[src/rtl/mem_port_arbiter.sv]
// mem_port_arbiter: shares one single-ported memory between IF and MEM.
// Ports:
//   clk/rst : clock, async active-high reset
//   if_*    : fetch request in; rdata/valid pulse out
//   dm_*    : load/store request in; rdata/valid pulse out
//   mem_*   : registered req/ack memory bus
//   stall_* : comb stalls; bus_err : timeout pulse
module mem_port_arbiter #(
   parameter int ADDR_W  = 32,
   parameter int DATA_W  = 32,
   parameter int TIMEOUT = 16
) (
   input  logic              clk,
   input  logic              rst,
   input  logic              if_req,
   input  logic [ADDR_W-1:0] if_addr,
   output logic [DATA_W-1:0] if_rdata,
   output logic              if_valid,
   input  logic              dm_req,
   input  logic              dm_we,
   input  logic [ADDR_W-1:0] dm_addr,
   input  logic [DATA_W-1:0] dm_wdata,
   output logic [DATA_W-1:0] dm_rdata,
   output logic              dm_valid,
   output logic              mem_req,
   output logic              mem_we,
   output logic [ADDR_W-1:0] mem_addr,
   output logic [DATA_W-1:0] mem_wdata,
   input  logic [DATA_W-1:0] mem_rdata,
   input  logic              mem_ack,
   output logic              stall_pipe,
   output logic              stall_fetch,
   output logic              bus_err
);

   localparam int CW = (TIMEOUT > 2) ? $clog2(TIMEOUT) : 1;

   typedef enum logic [1:0] {
      IDLE  = 2'd0,
      DATA  = 2'd1,
      FETCH = 2'd2
   } state_t;

   state_t            state_q, state_d;
   logic [CW-1:0]     cnt_q, cnt_d;
   logic              mem_req_q, mem_req_d;
   logic              mem_we_q, mem_we_d;
   logic [ADDR_W-1:0] mem_addr_q, mem_addr_d;
   logic [DATA_W-1:0] mem_wdata_q, mem_wdata_d;
   logic [DATA_W-1:0] if_rdata_q, if_rdata_d;
   logic              if_valid_q, if_valid_d;
   logic [DATA_W-1:0] dm_rdata_q, dm_rdata_d;
   logic              dm_valid_q, dm_valid_d;
   logic              bus_err_q, bus_err_d;

   // The valid guards stop a request still held during its own
   // completion cycle from being issued a second time.
   logic dm_pend, if_pend, expire;
   assign dm_pend = dm_req & ~dm_valid_q;
   assign if_pend = if_req & ~if_valid_q;
   assign expire  = (cnt_q == CW'(TIMEOUT - 1));

   always_ff @(posedge clk or posedge rst) begin
      if (rst) begin
         state_q     <= IDLE;
         cnt_q       <= '0;
         mem_req_q   <= 1'b0;
         mem_we_q    <= 1'b0;
         mem_addr_q  <= '0;
         mem_wdata_q <= '0;
         if_rdata_q  <= '0;
         if_valid_q  <= 1'b0;
         dm_rdata_q  <= '0;
         dm_valid_q  <= 1'b0;
         bus_err_q   <= 1'b0;
      end else begin
         state_q     <= state_d;
         cnt_q       <= cnt_d;
         mem_req_q   <= mem_req_d;
         mem_we_q    <= mem_we_d;
         mem_addr_q  <= mem_addr_d;
         mem_wdata_q <= mem_wdata_d;
         if_rdata_q  <= if_rdata_d;
         if_valid_q  <= if_valid_d;
         dm_rdata_q  <= dm_rdata_d;
         dm_valid_q  <= dm_valid_d;
         bus_err_q   <= bus_err_d;
      end
   end

   always_comb begin
      state_d = state_q;
      unique case (state_q)
         IDLE: begin
            if (dm_pend)      state_d = DATA;
            else if (if_pend) state_d = FETCH;
         end
         DATA, FETCH: begin
            if (mem_ack || expire) state_d = IDLE;
         end
         default: state_d = IDLE;
      endcase
   end

   always_comb begin
      cnt_d       = cnt_q;
      mem_req_d   = mem_req_q;
      mem_we_d    = mem_we_q;
      mem_addr_d  = mem_addr_q;
      mem_wdata_d = mem_wdata_q;
      if_rdata_d  = if_rdata_q;
      if_valid_d  = 1'b0;
      dm_rdata_d  = dm_rdata_q;
      dm_valid_d  = 1'b0;
      bus_err_d   = 1'b0;
      unique case (state_q)
         IDLE: begin
            mem_req_d = 1'b0;
            if (dm_pend) begin
               mem_req_d   = 1'b1;
               mem_we_d    = dm_we;
               mem_addr_d  = dm_addr;
               mem_wdata_d = dm_wdata;
               cnt_d       = '0;
            end else if (if_pend) begin
               mem_req_d  = 1'b1;
               mem_we_d   = 1'b0;
               mem_addr_d = if_addr;
               cnt_d      = '0;
            end
         end
         DATA: begin
            if (mem_ack) begin
               mem_req_d  = 1'b0;
               dm_valid_d = 1'b1;
               if (!mem_we_q) dm_rdata_d = mem_rdata;
            end else if (expire) begin
               mem_req_d  = 1'b0;
               dm_valid_d = 1'b1;
               bus_err_d  = 1'b1;
               if (!mem_we_q) dm_rdata_d = '0;
            end else begin
               cnt_d = cnt_q + CW'(1);
            end
         end
         FETCH: begin
            if (mem_ack) begin
               mem_req_d  = 1'b0;
               if_valid_d = 1'b1;
               if_rdata_d = mem_rdata;
            end else if (expire) begin
               mem_req_d  = 1'b0;
               if_valid_d = 1'b1;
               bus_err_d  = 1'b1;
               if_rdata_d = '0;
            end else begin
               cnt_d = cnt_q + CW'(1);
            end
         end
         default: mem_req_d = 1'b0;
      endcase
   end

   assign mem_req     = mem_req_q;
   assign mem_we      = mem_we_q;
   assign mem_addr    = mem_addr_q;
   assign mem_wdata   = mem_wdata_q;
   assign if_rdata    = if_rdata_q;
   assign if_valid    = if_valid_q;
   assign dm_rdata    = dm_rdata_q;
   assign dm_valid    = dm_valid_q;
   assign bus_err     = bus_err_q;
   assign stall_pipe  = dm_pend;
   assign stall_fetch = if_pend | dm_pend;

endmodule

[config.mk]
export PLATFORM = sky130hd
export DESIGN_NAME = mem_port_arbiter
export DESIGN_NICKNAME = d
export VERILOG_FILES = /design/src/rtl/mem_port_arbiter.sv
export SDC_FILE = /design/constraint.sdc
export NUM_CORES = 1
export LEC_CHECK = 0
export CORE_MARGIN = 2
export CORE_UTILIZATION = 45
export DETAILED_ROUTE_END_ITERATION = 8
export PLACE_DENSITY = 0.86
export SYNTH_ARGS = -nofsm -noshare
export SYNTH_HDL_FRONTEND = slang
export SYNTH_SLANG_ARGS = --single-unit
[constraint.sdc]
create_clock -name clk -period 9.5 [get_ports clk]
set_clock_uncertainty 0.2 [all_clocks]
set_input_delay 0.95 -clock clk [delete_from_list [all_inputs] [get_ports clk]]
set_output_delay 0.95 -clock clk [all_outputs]
set_load 0.1 [all_outputs]
## Yosys cells after proc, flatten, opt, wreduce, memory -nomap -nowiden

Cells that the tools add are included.
Widths: inputs -> output; s select.

- Add/subtract/negate cells: 1
- Equal/unequal tests: 8
- Mux-type cells: 30
- Bitwise gates (word level): 6
- Reduce and logical (&&, ||, !) cells: 12

Operators by type and width:

| cell | count |
|---|---|
| $mux 32 | 8 |
| $mux 4 | 4 |
| $mux 1 | 12 |
| $pmux 4 s2 | 1 |
| $reduce_and 2->1 | 4 |
| $mux 2 | 3 |
| $reduce_bool 2->1 | 3 |
| $add 4x1->4 const B | 1 |
| $eq 4x4->1 const B | 1 |
| $ne 2x2->1 const B | 2 |
| $pmux 2 s2 | 1 |
| $reduce_and 4->1 | 1 |
| $ne 3x1->1 const B | 1 |
| $ne 3x3->1 const B | 1 |
| $not 1->1 | 3 |
| $reduce_and 3->1 | 1 |
| $and 1x1->1 | 2 |
| $eq 2x1->1 const B | 1 |
| $eq 2x2->1 const B | 1 |
| $logic_not 2->1 | 1 |
| $ne 2x1->1 const B | 1 |
| $pmux 1 s2 | 1 |
| $reduce_or 2->1 | 1 |
| $logic_or 1x1->1 | 1 |
| $or 1x1->1 | 1 |

- Register bits after elaboration: 139
- Bits of input ports: 134
- Output and inout bits: 135
- Logic and storage cells: 68

## Depth between registers and ports, before layout

- Depth in word-level cells: 5
- Gate-level depth with buffers: 8
- Mapped depth without buffers: 6

## Worst setup path before layout

OpenSTA, ideal clock, no wires.

- Path kind: register to output
- Start: register dm_valid_q (netlist: dm_valid)
- End: output stall_fetch
- Arrival: 1.895 ns
- Required time: 8.350 ns
- Path slack: 6.455 ns
- Stages on the path, launching flop included: 4
- Path buffers: 1
- Path through: dfrtp_1 > nand2b_4 > buf_6 > nand2_1

- Longest elaborated chain between the ends: 3

RTL lines:

| what | line | source |
|---|---|---|
| start: declaration | 53 | `logic dm_valid_q, dm_valid_d;` |
| start signal: assignment | 86 | `dm_valid_q <= dm_valid_d;` |
| $not 1->1 | 59 | `assign dm_pend = dm_req & ~dm_valid_q;` |
| $and 1x1->1 | 59 |  |
| $or 1x1->1 | 174 | `assign stall_fetch = if_pend \| dm_pend;` |
| end: declaration | 32 | `output logic stall_fetch,` |

Every way passes these cells.

## Final worst setup path

- Start: input dm_req
- End: output stall_fetch

- Longest elaborated chain between the ends: 2

RTL lines:

| what | line | source |
|---|---|---|
| start: declaration | 19 | `input logic dm_req,` |
| $and 1x1->1 | 59 |  |
| $or 1x1->1 | 174 |  |

Every way passes these cells.

==> results.ini <==
[status]
status = finished, final reports clean

[sta]
final.period_utilization_pct = 46.6
setup_violations = 0
drv_slew = 0
tightest_slew_ns = 1.14
max_slew_margin_pct = 24.2
finalHoldViolCount = 0
rsz0062_at_grt = false
fin_tns_setup_ns = 0
fmax_ghz = 0.226
min_period_ns = 4.42

[floorplanning]
die_height_um = 117
rows = 41
ios = 269
core_area_um2 = 12600
die_area_um2 = 13800
initial_utilization_pct = 45.9
dieWidth_um = 117

[finish]
nNetsFinal = 814
drive_gt1_share_pct = 11.0
antennaDiodeCount = 0
area_growth_pct = 57.2

[worst_setup_path]
r2r_setup_slack_ns = 6.60
crit_type = in2out
cp_common_cell = clkdlybuf4s50_1
crit_path_end_kind = output pin
r2r_start = state_q[0]
cp-start-kind = input pin
slowest_delay_ns = 1.17
worstPathRequired_ns = 8.35
worstPathCellList = clkdlybuf4s50_1 > nand2b_4 > nand2_1 > clkdlybuf4s50_1
worstPathArrival_ns = 3.27
reg2reg_to = if_rdata[15]
r2r_cells = 4
worst-path-max-fanout = 38
critPathSlowestCell = clkdlybuf4s50_1

[detailed_routing]
ant_nets = 0
num_vias = 4595
wl_um = 16500
wire_per_inst_um = 19.2
firstDrtPassIters = 5
drc = 0
first_iter_violations = 335
viasPerCell = 5.34

[global_routing]
grt_first_pass_wirelength_um = 26500
grt_overflow = 0
grt_util_all_layers_pct = 24.3
grt_max_degree = 86
antenna_found_initial = 0
first_global_vias = 4889

[synthesis]
synth_area_leaders = dfrtp_1 (60%), a32o_1 (8.5%), mux2_4 (7.5%), mux2i_1 (5.7%), o21ai_0 (2.8%)
avgSynthCellArea_um2 = 13.7
async_flop_share_pct = 100
synth_seq_area_share_pct = 60.0
synth_top_area_share_pct = 60.0
syn_nets = 562
synth_top_area_cell = dfrtp_1
syn_area_um2 = 5800
synth_seq_cells = 139
ys.flop_type = dfrtp_1
synthCells = 424
synth_edf_count = 0
synth.distinct_cells = 39
ys_warn_count = 0

[clock_network]
clock_sinks = 139
cts_buffers = 17
cts_buffer_depth = 2
clk_latency_ns = 0.41
cts_tree = built
cts_setup_buffers = 0
postCtsResizedCells = 0
clkSlewWorstSetupHoldPaths_ns = 0.06
ctsHoldBuffers = 0
root_buffer = clkbuf_16
h-tree-depth = 4

[worst_hold_path]
hold_path_class = reg2reg
holdPathStages = 2
worstHoldStart = mem_addr[9]
worstHoldEndpoint = mem_addr[9]

[place]
gp_congestion = 0.834
io_buffer_count = 268
hpwl_um = 11400

[job]
drv_cap = 0

[layer usage]
metal | vias up | global-route usage (%) | share of wire [%]
li1 | 2079 | - | -
met1 | 2279 | 28.4 | 39
met2 | 206 | 41.2 | 49
met3 | 31 | 9.35 | 9.2
met4 | 0 | 8.28 | 2.3
met5 | - | 0 | 0
[final cells by class]
class,count,area (µm²)
multi-input combinational,243,2060
inverter,5,28.8
timing repair buffer,270,2690
clock inverter,11,168
sequential,139,3480
clock buffer,20,467
fill,866,3510
tap,172,215
[critical path: cells and delay by family]
family | cells | cell delay, ns
buf+inv | 2 | 1.67
simple gates | 2 | 0.63
[stage by stage]
stage	hold WS [ns]	cells	cell area (µm²)	worst slack (ns)	util, %
3_3_place_gp	0.262	829	8480	5.12	67.2
4_1_cts	0.282	860	9110	5.07	72.2
2_1_floorplan	0.323	424	5800	4.63	-
5_1_grt	0.301	860	9110	5.02	72.2
3_5_place_dp	0.270	829	8480	5.06	67.2
6_report	0.279	860	9110	5.08	72.2
[synth_stat cells (3+ instances only)]
cell      number
mux2i_1       33
and2_1         5
dfrtp_1      139
mux2_2         3
nand2_1       35
o21ai_0       33
nor2_1         3
buf_2          8
a32o_1        49
ha_1           4
clkbuf_1      12
a21oi_1        4
buf_4         10
inv_1          4
a22o_1        16
mux2_4        29
buf_6          6
[flip-flops by register name (all words and copies together) (netlist names)]
name / cells
mem_we: 1
mem_req: 1
mem_addr: 32
bus_err: 1
if_rdata: 32
cnt_q: 4
state_q: 2
mem_wdata: 32
dm_rdata: 32
if_valid: 1
dm_valid: 1
[how the worst max path moves through the flow]
stage | endpoint | slack [ns] | start
after floorplan | bus_err | 4.63 | rst
after global placement | stall_fetch | 5.12 | dm_req
after detailed placement | stall_fetch | 5.06 | dm_req
after CTS | stall_fetch | 5.07 | dm_req
after global routing | stall_fetch | 5.02 | dm_req
final | stall_fetch | 5.08 | dm_req
[kinds of logic after synthesis]
| logic type | count (synthesis) | synth area share, % |
|---|---|---|
| muxes | 65 | 13.8 |
| AOI/OAI and AO/OA | 113 | 15.4 |
| buffers and inverters | 42 | 4.43 |
| and+or+nand+nor | 61 | 5.48 |
| DFF | 139 | 60.0 |
| adders and majority gates | 4 | 0.864 |
[layout by cell type (no fill, tap or decap), types with 4 or more instances in the layout]
master           Yosys  routed
ha_1                 4       4
a21oi_1              4       4
o21ai_0             33      33
mux2i_1             33      33
mux2_4              29      29
dfrtp_1            139     139
clkbuf_16            0      17
and2_1               5       5
bufinv_16            0       4
nand2_1             35      35
a32o_1              49      49
clkdlybuf4s50_1      0     267
a22o_1              16      16
Power is left out: the tool's default activity adds up to more than one toggle a clock period on the data nets, which glitch-free logic cannot reach.
